[src/rtl/jpeg_stream_pkg.sv]
// Shared JPEG stream definitions: marker prefix, stuff byte, EOI marker
// and the byte-stuffer output state encoding.
package jpeg_stream_pkg;

  localparam logic [7:0]  JPEG_MARKER_PREFIX = 8'hFF;
  localparam logic [7:0]  JPEG_STUFF_BYTE    = 8'h00;
  localparam logic [15:0] EOI_MARKER         = 16'hFFD9;

  typedef enum logic {
    S_PASS  = 1'b0,
    S_STUFF = 1'b1
  } stuff_state_e;

endpackage

[src/rtl/byte_fifo.sv]
// Synchronous first-word-fall-through byte FIFO. Pointers carry one extra
// wrap bit so full and empty are told apart without a separate counter.
// A push while full is accepted only when a pop happens in the same cycle.
module byte_fifo #(
  parameter int DEPTH = 16
) (
  input  logic       clock,
  input  logic       reset,
  input  logic       push,
  input  logic       pop,
  input  logic [7:0] din,
  output logic [7:0] dout,
  output logic       full,
  output logic       empty
);

  localparam int AW = $clog2(DEPTH);

  logic [AW:0] wr_ptr_q, wr_ptr_d;
  logic [AW:0] rd_ptr_q, rd_ptr_d;
  logic [7:0]  mem_q [DEPTH];
  logic        wr_en;
  logic        rd_en;

  assign full  = (wr_ptr_q[AW] != rd_ptr_q[AW]) &&
                 (wr_ptr_q[AW-1:0] == rd_ptr_q[AW-1:0]);
  assign empty = (wr_ptr_q == rd_ptr_q);
  assign dout  = mem_q[rd_ptr_q[AW-1:0]];

  assign wr_en = push && (!full || pop);
  assign rd_en = pop && !empty;

  // Pointer next-state: natural binary rollover of the extended pointers.
  always_comb begin
    wr_ptr_d = wr_ptr_q;
    rd_ptr_d = rd_ptr_q;
    if (wr_en) wr_ptr_d = wr_ptr_q + 1'b1;
    if (rd_en) rd_ptr_d = rd_ptr_q + 1'b1;
  end

  // Pointer registers; reset empties the FIFO.
  always_ff @(posedge clock) begin
    if (reset) begin
      wr_ptr_q <= '0;
      rd_ptr_q <= '0;
    end else begin
      wr_ptr_q <= wr_ptr_d;
      rd_ptr_q <= rd_ptr_d;
    end
  end

  // Storage array, no reset so it can map onto block RAM.
  always_ff @(posedge clock) begin
    if (wr_en) mem_q[wr_ptr_q[AW-1:0]] <= din;
  end

endmodule

[src/rtl/jpeg_ff_stuffer.sv]
// JPEG byte stuffer: emits a 0x00 after every 0xFF of the entropy-coded
// stream. A byte FIFO absorbs the extra output cycles; vsync_out is held
// high until the FIFO and any pending stuff byte have drained.
// Optional macro JPEG_FF_STUFFER_STATS_EN adds a saturating stuff_count port.
module jpeg_ff_stuffer
  import jpeg_stream_pkg::*;
#(
  parameter int FIFO_DEPTH = 16
) (
  input  logic        clock,
  input  logic        reset,
  input  logic        data_in_valid,
  input  logic        vsync_in,
  input  logic [7:0]  data_in,
  output logic        data_out_valid,
  output logic [7:0]  data_out,
  output logic        vsync_out,
`ifdef JPEG_FF_STUFFER_STATS_EN
  output logic [15:0] stuff_count,
`endif
  output logic        overflow
);

  stuff_state_e state_q, state_d;
  logic [7:0]   dout_q, dout_d;
  logic         vld_q, vld_d;
  logic         vsync_q, vsync_d;
  logic         ovf_q;
  logic         pop;
  logic         drop;
  logic         busy;
  logic [7:0]   fifo_dout;
  logic         fifo_full;
  logic         fifo_empty;

  byte_fifo #(
    .DEPTH (FIFO_DEPTH)
  ) u_fifo (
    .clock (clock),
    .reset (reset),
    .push  (data_in_valid),
    .pop   (pop),
    .din   (data_in),
    .dout  (fifo_dout),
    .full  (fifo_full),
    .empty (fifo_empty)
  );

  // A byte is lost only when the FIFO is full and nothing leaves this cycle.
  assign drop    = data_in_valid && fifo_full && !pop;
  assign busy    = !fifo_empty || (state_q == S_STUFF);
  assign vsync_d = vsync_in || busy;

  // Output FSM: pass bytes through, inserting one stuff cycle after each 0xFF.
  always_comb begin
    state_d = state_q;
    dout_d  = dout_q;
    vld_d   = 1'b0;
    pop     = 1'b0;
    case (state_q)
      S_PASS: begin
        if (!fifo_empty) begin
          pop    = 1'b1;
          vld_d  = 1'b1;
          dout_d = fifo_dout;
          if (fifo_dout == JPEG_MARKER_PREFIX) state_d = S_STUFF;
        end
      end
      S_STUFF: begin
        vld_d   = 1'b1;
        dout_d  = JPEG_STUFF_BYTE;
        state_d = S_PASS;
      end
    endcase
  end

  // State, registered outputs, vsync extension and sticky overflow.
  always_ff @(posedge clock) begin
    if (reset) begin
      state_q <= S_PASS;
      dout_q  <= 8'h00;
      vld_q   <= 1'b0;
      vsync_q <= 1'b0;
      ovf_q   <= 1'b0;
    end else begin
      state_q <= state_d;
      dout_q  <= dout_d;
      vld_q   <= vld_d;
      vsync_q <= vsync_d;
      if (drop) ovf_q <= 1'b1;
    end
  end

  assign data_out_valid = vld_q;
  assign data_out       = dout_q;
  assign vsync_out      = vsync_q;
  assign overflow       = ovf_q;

`ifdef JPEG_FF_STUFFER_STATS_EN
  logic [15:0] cnt_q, cnt_d;
  logic [15:0] cnt_base;

  function automatic logic [15:0] sat_inc16(input logic [15:0] v);
    return (v == 16'hFFFF) ? v : v + 16'd1;
  endfunction

  // Stuff counter restarts with each new frame (vsync_out rising) and
  // saturates; it is left untouched when the frame ends.
  always_comb begin
    cnt_base = (vsync_d && !vsync_q) ? 16'd0 : cnt_q;
    cnt_d    = (state_q == S_STUFF) ? sat_inc16(cnt_base) : cnt_base;
  end

  // Stuff counter register.
  always_ff @(posedge clock) begin
    if (reset) cnt_q <= 16'd0;
    else       cnt_q <= cnt_d;
  end

  assign stuff_count = cnt_q;
`endif

endmodule

[config.mk]
export PLATFORM = sky130hd
export DESIGN_NAME = jpeg_ff_stuffer
export DESIGN_NICKNAME = d
export VERILOG_FILES = /design/src/rtl/jpeg_stream_pkg.sv /design/src/rtl/byte_fifo.sv /design/src/rtl/jpeg_ff_stuffer.sv
export SDC_FILE = /design/constraint.sdc
export NUM_CORES = 1
export LEC_CHECK = 0
export CAP_MARGIN = 20
export CORE_MARGIN = 5
export CORE_UTILIZATION = 45
export DETAILED_ROUTE_END_ITERATION = 10
export SYNTH_ARGS = -nofsm -noshare
export SYNTH_HDL_FRONTEND = slang
export SYNTH_SLANG_ARGS = --single-unit
[constraint.sdc]
create_clock -name clock -period 3 [get_ports clock]
set_input_delay 0.6 -clock clock [delete_from_list [all_inputs] [get_ports clock]]
set_output_delay 0.6 -clock clock [all_outputs]
set_load 0.01 [all_outputs]
---- After elaboration in Yosys (flattened, before gate mapping) ----
Memory sizes are Yosys's and may differ from the RTL's. A register that Yosys moved wholly into a read port is not among the register bits.
Cells that the tools add are included.
operators by class
  reductions and logical operators ........ 11
  bitwise operators ....................... 1
  $lt $le $gt $ge ......................... 0
  $add $sub $neg .......................... 2
  equal/unequal tests ..................... 5
  shift operators ......................... 0
  div/mod/pow operators ................... 0
  multiplexer cells ....................... 12
  $mul .................................... 0
operators by type and width
  cell                                                            number
  8-bit case mux with 2 select lines                              1
  5-bit by 1-bit adder with 5-bit output (second input constant)  2
  8-bit == test (second input constant)                           1
  4-bit 2-to-1 mux                                                2
  8-bit 2-to-1 mux                                                1
  1-bit 2-to-1 mux                                                6
  5-bit == test                                                   1
  1-bit logical AND                                               5
  4-bit == test                                                   1
  1-bit case mux with 2 select lines                              2
  1-bit zero test                                                 3
  1-bit logical OR                                                3
  2-bit != test (second input constant)                           1
  1-bit != test                                                   1
  1-bit NOT                                                       1
storage, ports and cells
  memory bits (read-only) ................. 0
  word-level logic and storage cells ...... 39
  RAM bits ................................ 128
  register bits after elaboration ......... 22
  output and inout bits ................... 11
  memories kept ........................... 1
  latch bits .............................. 0
  bits of input ports ..................... 12
memories
  name          words  bits a word  rd ports  clocked after Yosys merged registers in  write ports  RTL line         RTL
  u_fifo.mem_q  16     8            1         1                                        1            byte_fifo.sv:21  logic [7:0] mem_q [DEPTH];

---- Longest topological paths before layout ----
Gate-level depths: netlist of run 1.
  word-level depth ........................ 7
  depth in mapped cells ................... 7
  depth with buffers taken out ............ 5

---- Hierarchy ----
Synthesis of run 1 repeated with hierarchy kept, for this count alone.
unflattened totals
  cells, all modules ...................... 306
  area, all modules ....................... 6147.1 um^2
modules (own cells, without submodules)
  module           cells an instance  seq. area each (um^2)  times used  area an instance (um^2)
  byte_fifo        263                4124.0                 1           5711.7
  jpeg_ff_stuffer  43                 240.2                  1           435.4

---- Worst setup path after synthesis of run 1 ----
OpenSTA, ideal clock, no wires.
  path type ............................... reg2reg
  start ................................... reg u_fifo.wr_ptr_q[4]
  end ..................................... mem u_fifo.mem_q[3][0], enable pin
  period minus slack after synthesis ...... 2.094 ns
  path buffers ............................ 0
  data required time ...................... 2.617 ns
  stages on the path, launching flop included .. 5
  path slack .............................. 0.906 ns
  setup time .............................. 0.383 ns
  arrival ................................. 1.711 ns
  path through ............................ dfxtp_1 xnor2_2 nand2b_1 o211ai_1 nor3_1
on the way
  longest elaborated chain between the ends .. 7
  elaborated cells between the ends (all ways) .. 10
  those cells by class .................... eq/ne: 2; mux: 4; reduce/logical: 4
ends and longest elaborated chain
  element                                                RTL line                                RTL
  start: declaration                                     byte_fifo.sv:19                         logic [AW:0] wr_ptr_q, wr_ptr_d;
  start signal: assignment                               byte_fifo.sv:47                         wr_ptr_q <= wr_ptr_d;
  5-bit == test or 1-bit != test (tied branches)         byte_fifo.sv:27, byte_fifo.sv:25
  1-bit 2-to-1 mux or 1-bit logical AND (tied branches)  jpeg_ff_stuffer.sv:62, byte_fifo.sv:25
  1-bit 2-to-1 mux or 1-bit zero test (tied branches)    jpeg_ff_stuffer.sv:60, byte_fifo.sv:30
  1-bit logical OR *                                     byte_fifo.sv:30                         assign wr_en = push && (!full || pop);
  1-bit logical AND *                                    byte_fifo.sv:30
  1-bit 2-to-1 mux *                                     byte_fifo.sv:54                         if (wr_en) mem_q[wr_ptr_q[AW-1:0]] <= din;
  1-bit 2-to-1 mux (not written as such) *               byte_fifo.sv:54
  end: declaration                                       byte_fifo.sv:21
Mark *: on every way between the ends. The rest lies on a longest branch, timed or not.

==> flow_metrics.py, run 1 <==
metrics = {
    "run_status": {
        "status": "complete, no violations",
    },
    "sta": {
        "max_freq_ghz": 0.424,
        "setup_viol": 0,
        "worstMarginPinSlew_ns": 0.711,
        "final_max_slew_viol_count": 0,
        "hold_viol": 0,
        "whs_ns": 0.465,
        "fin_crit_sh_pct": 78.6,
        "grt_setup_unrepaired": "false",
        "relSlewSlack_pct": 52.4,
        "period_minus_slack_ns": 2.36,
        "setup_tns_ns": 0,
        "fin_worst_skew_ns": 0.0109,
    },
    "floorplanning": {
        "die_w_um": 126,
        "die-area_mm2": 0.0159,
        "rows": 42,
        "fp.dieH_um": 126,
        "start_util_pct": 45.9,
        "core_mm2": 0.0132,
        "ios": 23,
    },
    "logic_synthesis": {
        "syn_inst": 313,
        "syn_area_mm2": 0.00608,
        "syn_nets": 330,
        "ys_ff_latch": 154,
        "synth_top_cell_by_area": "edfxtp_1",
        "synth_top_area_share_pct": 63.2,
        "synth_cell_types": 40,
        "synth_area_per_cell_um2": 19.4,
        "ys.warnings.count": 0,
        "yosysSeqAreaShare_pct": 71.8,
        "synthTopCellsByArea": "edfxtp_1 (63%), mux4_2 (11%), dfxtp_1 (8.6%), mux4_1 (3.0%), and3_1 (1.4%)",
    },
    "power_and_ir_drop": {
        "p_leak_uw": 0.00229,
        "ir_drop_mv": 0.401,
        "powerDensity_mw_per_mm2": 811,
    },
    "critical_path": {
        "start_kind": "register",
        "crit_arrival_ns": 2.66,
        "slowest_delay_ns": 0.74,
        "cp-end-kind": "register",
        "crit_buf_inv": 1,
        "critical_path_class": "register to register",
        "crit_family": "multiplexers",
        "worst-r2r-cell-count": 6,
        "worstPathRequired_ns": 3.30,
        "path_max_fanout": 11,
        "path_cells": "buf_4 -> mux4_2 -> mux2_2 -> nand2_1 -> o21ai_0 -> a22o_1",
        "crit_cells": 6,
        "crit_slowest_cell": "dfxtp_1",
    },
    "global_route": {
        "globalRouteOverflowTotal": 0,
        "grt_max_degree": 26,
        "grt_pass1_wl_um": 19000,
        "grt_pass1_vias": 3107,
        "antenna_found_initial": 0,
        "track_usage_pct": 16.6,
    },
    "drt": {
        "vias": 2915,
        "drtIter0Drc": 211,
        "wl_um": 12400,
        "first_pass_iters": 4,
        "post_drt_wl_per_cell_um": 22.9,
        "drtAntennaViolNets": 0,
        "vias_per_cell": 5.39,
        "drc": 0,
    },
    "min_path": {
        "holdPathStages": 2,
        "min_path_type": "register to register",
    },
    "cts": {
        "ctsResizeCount": 0,
        "cts_root_buffer": "clkbuf_16",
        "postCtsSetupBuffers": 0,
        "cts_hold_buf": 0,
        "cts_buffers": 17,
        "clkLatencyLatePin_ns": 0.42,
        "cts_tree": "done",
        "cts.path.max_buffers": 2,
        "clkSinkCount": 154,
        "h-tree-depth": 4,
        "path_clk_slew_ns": 0.06,
    },
    "placement": {
        "hpwlAfterDp_um": 8520,
        "gp_congestion": 0.776,
        "port_buffers": 22,
        "dp.cells": 509,
    },
    "finish": {
        "final_cells": 541,
        "fillers": 1085,
        "layout.nets": 369,
        "drive_gt1_share_pct": 20.5,
        "areaGrowthSynthToFinish_pct": 15.6,
        "diodes": 0,
    },
    "flow_run": {
        "maxCapViolations": 0,
    },
}
where the power goes:
| part | internal, uW | switching (uW) | total (uW) |
|---|---|---|---|
| Sequential | 2440 | 112 | 2550 |
| Combinational | 660 | 594 | 1250 |
| Clock | 1120 | 778 | 1900 |
| Total | 4220 | 1480 | 5700 |
worst register-to-register path, stage by stage (launching register included):
cell	delay, ns
dfxtp_1	0.74
buf_4	0.25
mux4_2	0.52
mux2_2	0.32
nand2_1	0.07
o21ai_0	0.12
a22o_1	0.22
flip-flops by register name (all words and copies together) (netlist names), named ones only:
register	cells
vsync_out	1
data_out	8
u_fifo.mem_q	128
u_fifo.wr_ptr_q	5
u_fifo.rd_ptr_q	5
overflow	1
state_q	1
data_out_valid	1
through the flow:
stage	total power, uW	cell area [um2]	utilization, %	setup WS, ns
CTS	5770	7030	53.1	0.607
global route	5950	7030	53.1	0.524
finish	5700	7030	53.1	0.641
detailed placement	3880	6510	49.2	0.614
floorplan	3440	6080	-	0.906
global placement	3870	6510	49.2	0.613
final timing paths:
check	to	slack, ns	start
max	data_out[2]$_SDFFE_PP0P_	0.64	register
min	data_out[7]$_SDFFE_PP0P_	0.46	data_out[7]$_SDFFE_PP0P_
max reg2reg	data_out[2]$_SDFFE_PP0P_	0.64	register
min reg2reg	data_out[7]$_SDFFE_PP0P_	0.46	data_out[7]$_SDFFE_PP0P_
per-layer routing:
layer  GRT usage, %  vias up  part of all wire, %
li1               -     1344                    -
met1           22.0     1490                   44
met2           26.8       69                   49
met3           3.98       12                  5.1
met4           6.25        0                  1.2
met5              0        -                    0
cells in the final DEF, fill, tap and decap left out, types with 9 or more instances in the layout:
cell type	instances
edfxtp_1	128
mux4_2	30
dfxtp_1	26
clkdlybuf4s50_1	22
nor2_1	17
clkbuf_16	17
and3_1	14
buf_4	14
nand2_1	10
xnor2_1	9
cells in the mapped netlist:
cell,number
a2111oi_2,2
a211oi_1,1
a211oi_4,1
a21oi_1,3
a22o_1,7
a31oi_1,1
and2_1,1
and3_1,14
and4_1,1
buf_1,1
buf_12,1
buf_2,4
buf_4,4
buf_6,1
buf_8,1
clkbuf_1,4
dfxtp_1,26
edfxtp_1,128
ha_1,5
inv_1,4
mux2_2,2
mux2i_1,7
mux4_1,7
mux4_2,30
nand2_1,10
nand2b_1,1
nand3_1,1
nand4_1,1
nor2_1,17
nor2b_1,3
nor3_1,3
nor4_1,1
nor4b_2,1
o211ai_1,2
o21a_1,1
o21ai_0,3
or3_1,1
xnor2_1,9
xnor2_2,1
xor2_1,2
kinds of logic (layout without fill, tap and decap cells):
family	Yosys count	after routing	share of synthesized area, %
flip-flops	154	154	71.8
AND/OR/NAND/NOR	55	55	4.65
multiplexers	46	46	15.7
AO/OA/AOI/OAI	21	21	2.92
buffers and inverters	20	72	2.14
XOR/XNOR	12	12	1.85
adder cells (fa/ha/maj)	5	5	1.03
area by class of cell:
type	count	area (um2)	area share, %
Tap cell	176	220	3.13
Multi-Input combinational cell	139	1590	22.6
Inverter	4	15.0	0.213
Clock inverter	11	80.1	1.14
Sequential cell	154	4360	62.1
Timing Repair Buffer	36	325	4.63
Clock buffer	21	440	6.26
No activity file was read; power rests on OpenSTA's default activity.
==> run 2: changes to the inputs <==
Clock period 3 ns to 2.3 ns, I/O delays scaled along.
==> run 2 against run 1 <==
Via count is 4.2% higher; clock power up 44%; first-iteration DRC count increased by 0.95%; worst setup slack got worse by 0.48 ns; fmax up 10%; global-route usage increased by 0.19 points; power rose by 35%; sequential power increased by 29%; critical endpoint is now u_fifo.mem_q[12][4]$_DFFE_PP_; largest power group unchanged; highest routed layer unchanged.
==> flow_metrics.py, run 2 (same netlist as run 1, synthesis figures left out) <==
metrics = {
    "run_status": {
        "status": "complete, no violations",
    },
    "floorplanning": {
        "start_util_pct": 45.9,
        "die_w_um": 126,
        "ios": 23,
        "fp.dieH_um": 126,
        "die-area_mm2": 0.0159,
        "core_mm2": 0.0132,
        "rows": 42,
    },
    "power_and_ir_drop": {
        "powerDensity_mw_per_mm2": 1050,
        "p_leak_uw": 0.00244,
        "totalPowerFinal_uw": 7710,
        "ir_drop_mv": 0.487,
    },
    "placement": {
        "dp.cells": 525,
        "place_ws_ns": 0.0443,
        "hpwlAfterDp_um": 8280,
        "port_buffers": 22,
        "gp_congestion": 0.764,
    },
    "sta": {
        "relSlewSlack_pct": 59.6,
        "setup_viol": 0,
        "max_freq_ghz": 0.468,
        "final_max_slew_viol_count": 0,
        "fin_crit_sh_pct": 93.0,
        "worstMarginPinSlew_ns": 0.605,
        "hold_viol": 0,
        "whs_ns": 0.449,
        "setup_tns_ns": 0,
        "finalWorstSetupSlack_ns": 0.161,
        "fin_worst_skew_ns": 0.00661,
        "grt_setup_unrepaired": "false",
        "period_minus_slack_ns": 2.14,
    },
    "critical_path": {
        "start_kind": "register",
        "crit_family": "simple AND/OR/NAND/NOR gates",
        "crit_buf_inv": 1,
        "slowest_delay_ns": 0.48,
        "path_max_fanout": 15,
        "reg2reg_to": "u_fifo.mem_q[12][4]$_DFFE_PP_",
        "worstPathRequired_ns": 2.35,
        "r2r_setup_slack_ns": 0.16,
        "critical_path_class": "register to register",
        "r2r_start": "u_fifo.wr_ptr_q[4]$_SDFFE_PP0P_",
        "worst-r2r-cell-count": 5,
        "cp-end-kind": "register",
        "crit_slowest_cell": "and3_1",
        "path_cells": "xnor2_4 -> nand2b_1 -> o21a_1 -> buf_12 -> and3_1",
        "crit_arrival_ns": 2.18,
    },
    "cts": {
        "clkLatencyLatePin_ns": 0.41,
        "cts_buffers": 17,
        "cts_root_buffer": "clkbuf_16",
        "cts.path.max_buffers": 2,
        "cts_tree": "done",
        "clkSinkCount": 154,
        "path_clk_slew_ns": 0.06,
        "h-tree-depth": 4,
    },
    "min_path": {
        "hold_path_end": "data_out[7]$_SDFFE_PP0P_",
        "holdPathStages": 2,
        "min_path_type": "register to register",
        "min_from": "data_out[7]$_SDFFE_PP0P_",
    },
    "finish": {
        "multi_input_area_mm2": 0.00160,
        "diodes": 0,
        "final_common_cell": "edfxtp_1",
        "drive_gt1_share_pct": 25.1,
        "layout.nets": 386,
        "areaGrowthSynthToFinish_pct": 20.5,
        "final_cells": 558,
        "largest_register_ffs": 128,
        "fillers": 1040,
        "regArea_mm2": 0.00436,
        "final_cell_mix": "edfxtp_1 (128), mux4_2 (30), dfxtp_1 (26)",
    },
    "drt": {
        "vias_per_cell": 5.44,
        "wl_um": 12500,
        "vias": 3038,
        "drc": 0,
        "post_drt_wl_per_cell_um": 22.5,
        "drtAntennaViolNets": 0,
        "first_pass_iters": 4,
        "drtIter0Drc": 213,
    },
    "global_route": {
        "grt_pass1_vias": 3187,
        "grt_max_degree": 29,
        "globalRouteOverflowTotal": 0,
        "track_usage_pct": 16.8,
        "grt_pass1_wl_um": 19500,
        "antenna_found_initial": 0,
    },
    "flow_run": {
        "maxCapViolations": 0,
    },
}
[run 2: power breakdown]
group          leakage (uW)  total [uW]  switching (uW)  internal [uW]
clock              0.000278        2740            1010           1730
sequential          0.00137        3280             105           3180
combinational      0.000788        1680             780            899
[run 2: final cells by class]
type                       count  area share, %
timing repair buffer          53           7.38
clock inverter                 8           1.69
sequential                   154           59.6
multi-input combinational    139           21.9
tap                          176           3.01
inverter                       4          0.205
clock buffer                  24           6.30
[run 2: how the worst max path moves through the flow]
| stage | from | to | depth (start not counted) |
|---|---|---|---|
| after floorplan | u_fifo.wr_ptr_q[4]$_SDFFE_PP0P_ | u_fifo.mem_q[3][0]$_DFFE_PP_ | 4 |
| after global placement | u_fifo.wr_ptr_q[4]$_SDFFE_PP0P_ | u_fifo.mem_q[13][7]$_DFFE_PP_ | 5 |
| after detailed placement | u_fifo.wr_ptr_q[4]$_SDFFE_PP0P_ | u_fifo.mem_q[13][2]$_DFFE_PP_ | 5 |
| after CTS | u_fifo.wr_ptr_q[4]$_SDFFE_PP0P_ | u_fifo.mem_q[13][7]$_DFFE_PP_ | 5 |
| after global routing | u_fifo.wr_ptr_q[3]$_SDFFE_PP0P_ | u_fifo.mem_q[12][0]$_DFFE_PP_ | 5 |
| final | u_fifo.wr_ptr_q[4]$_SDFFE_PP0P_ | u_fifo.mem_q[12][4]$_DFFE_PP_ | 5 |
[run 2: metrics by stage]
| stage | util [%] | cell area (um2) |
|---|---|---|
| floorplan | - | 6080 |
| global placement | 50.7 | 6720 |
| detailed placement | 50.7 | 6720 |
| CTS | 55.2 | 7310 |
| global route | 55.3 | 7330 |
| finish | 55.3 | 7330 |
[run 2: routing by layer]
layer | track usage, % | vias up | part of all wire (%)
li1 | - | 1376 | -
met1 | 22.5 | 1581 | 43
met2 | 27.3 | 72 | 51
met3 | 4.36 | 9 | 4.4
met4 | 4.92 | 0 | 0.91
met5 | 0 | - | 0
[run 2: what timing repair did]
item / in CTS / in global routing
hold buffers: 0 / 0
gates resized for setup: 0 / 3
setup buffers: 0 / 1
endpoints found under the setup margin: 0 / 34
[run 2: tightest hold or removal path, cell delays in order, from the launching register on]
cell     delay (ns)
dfxtp_1        0.31
nand2_1        0.05
nand2_1        0.04
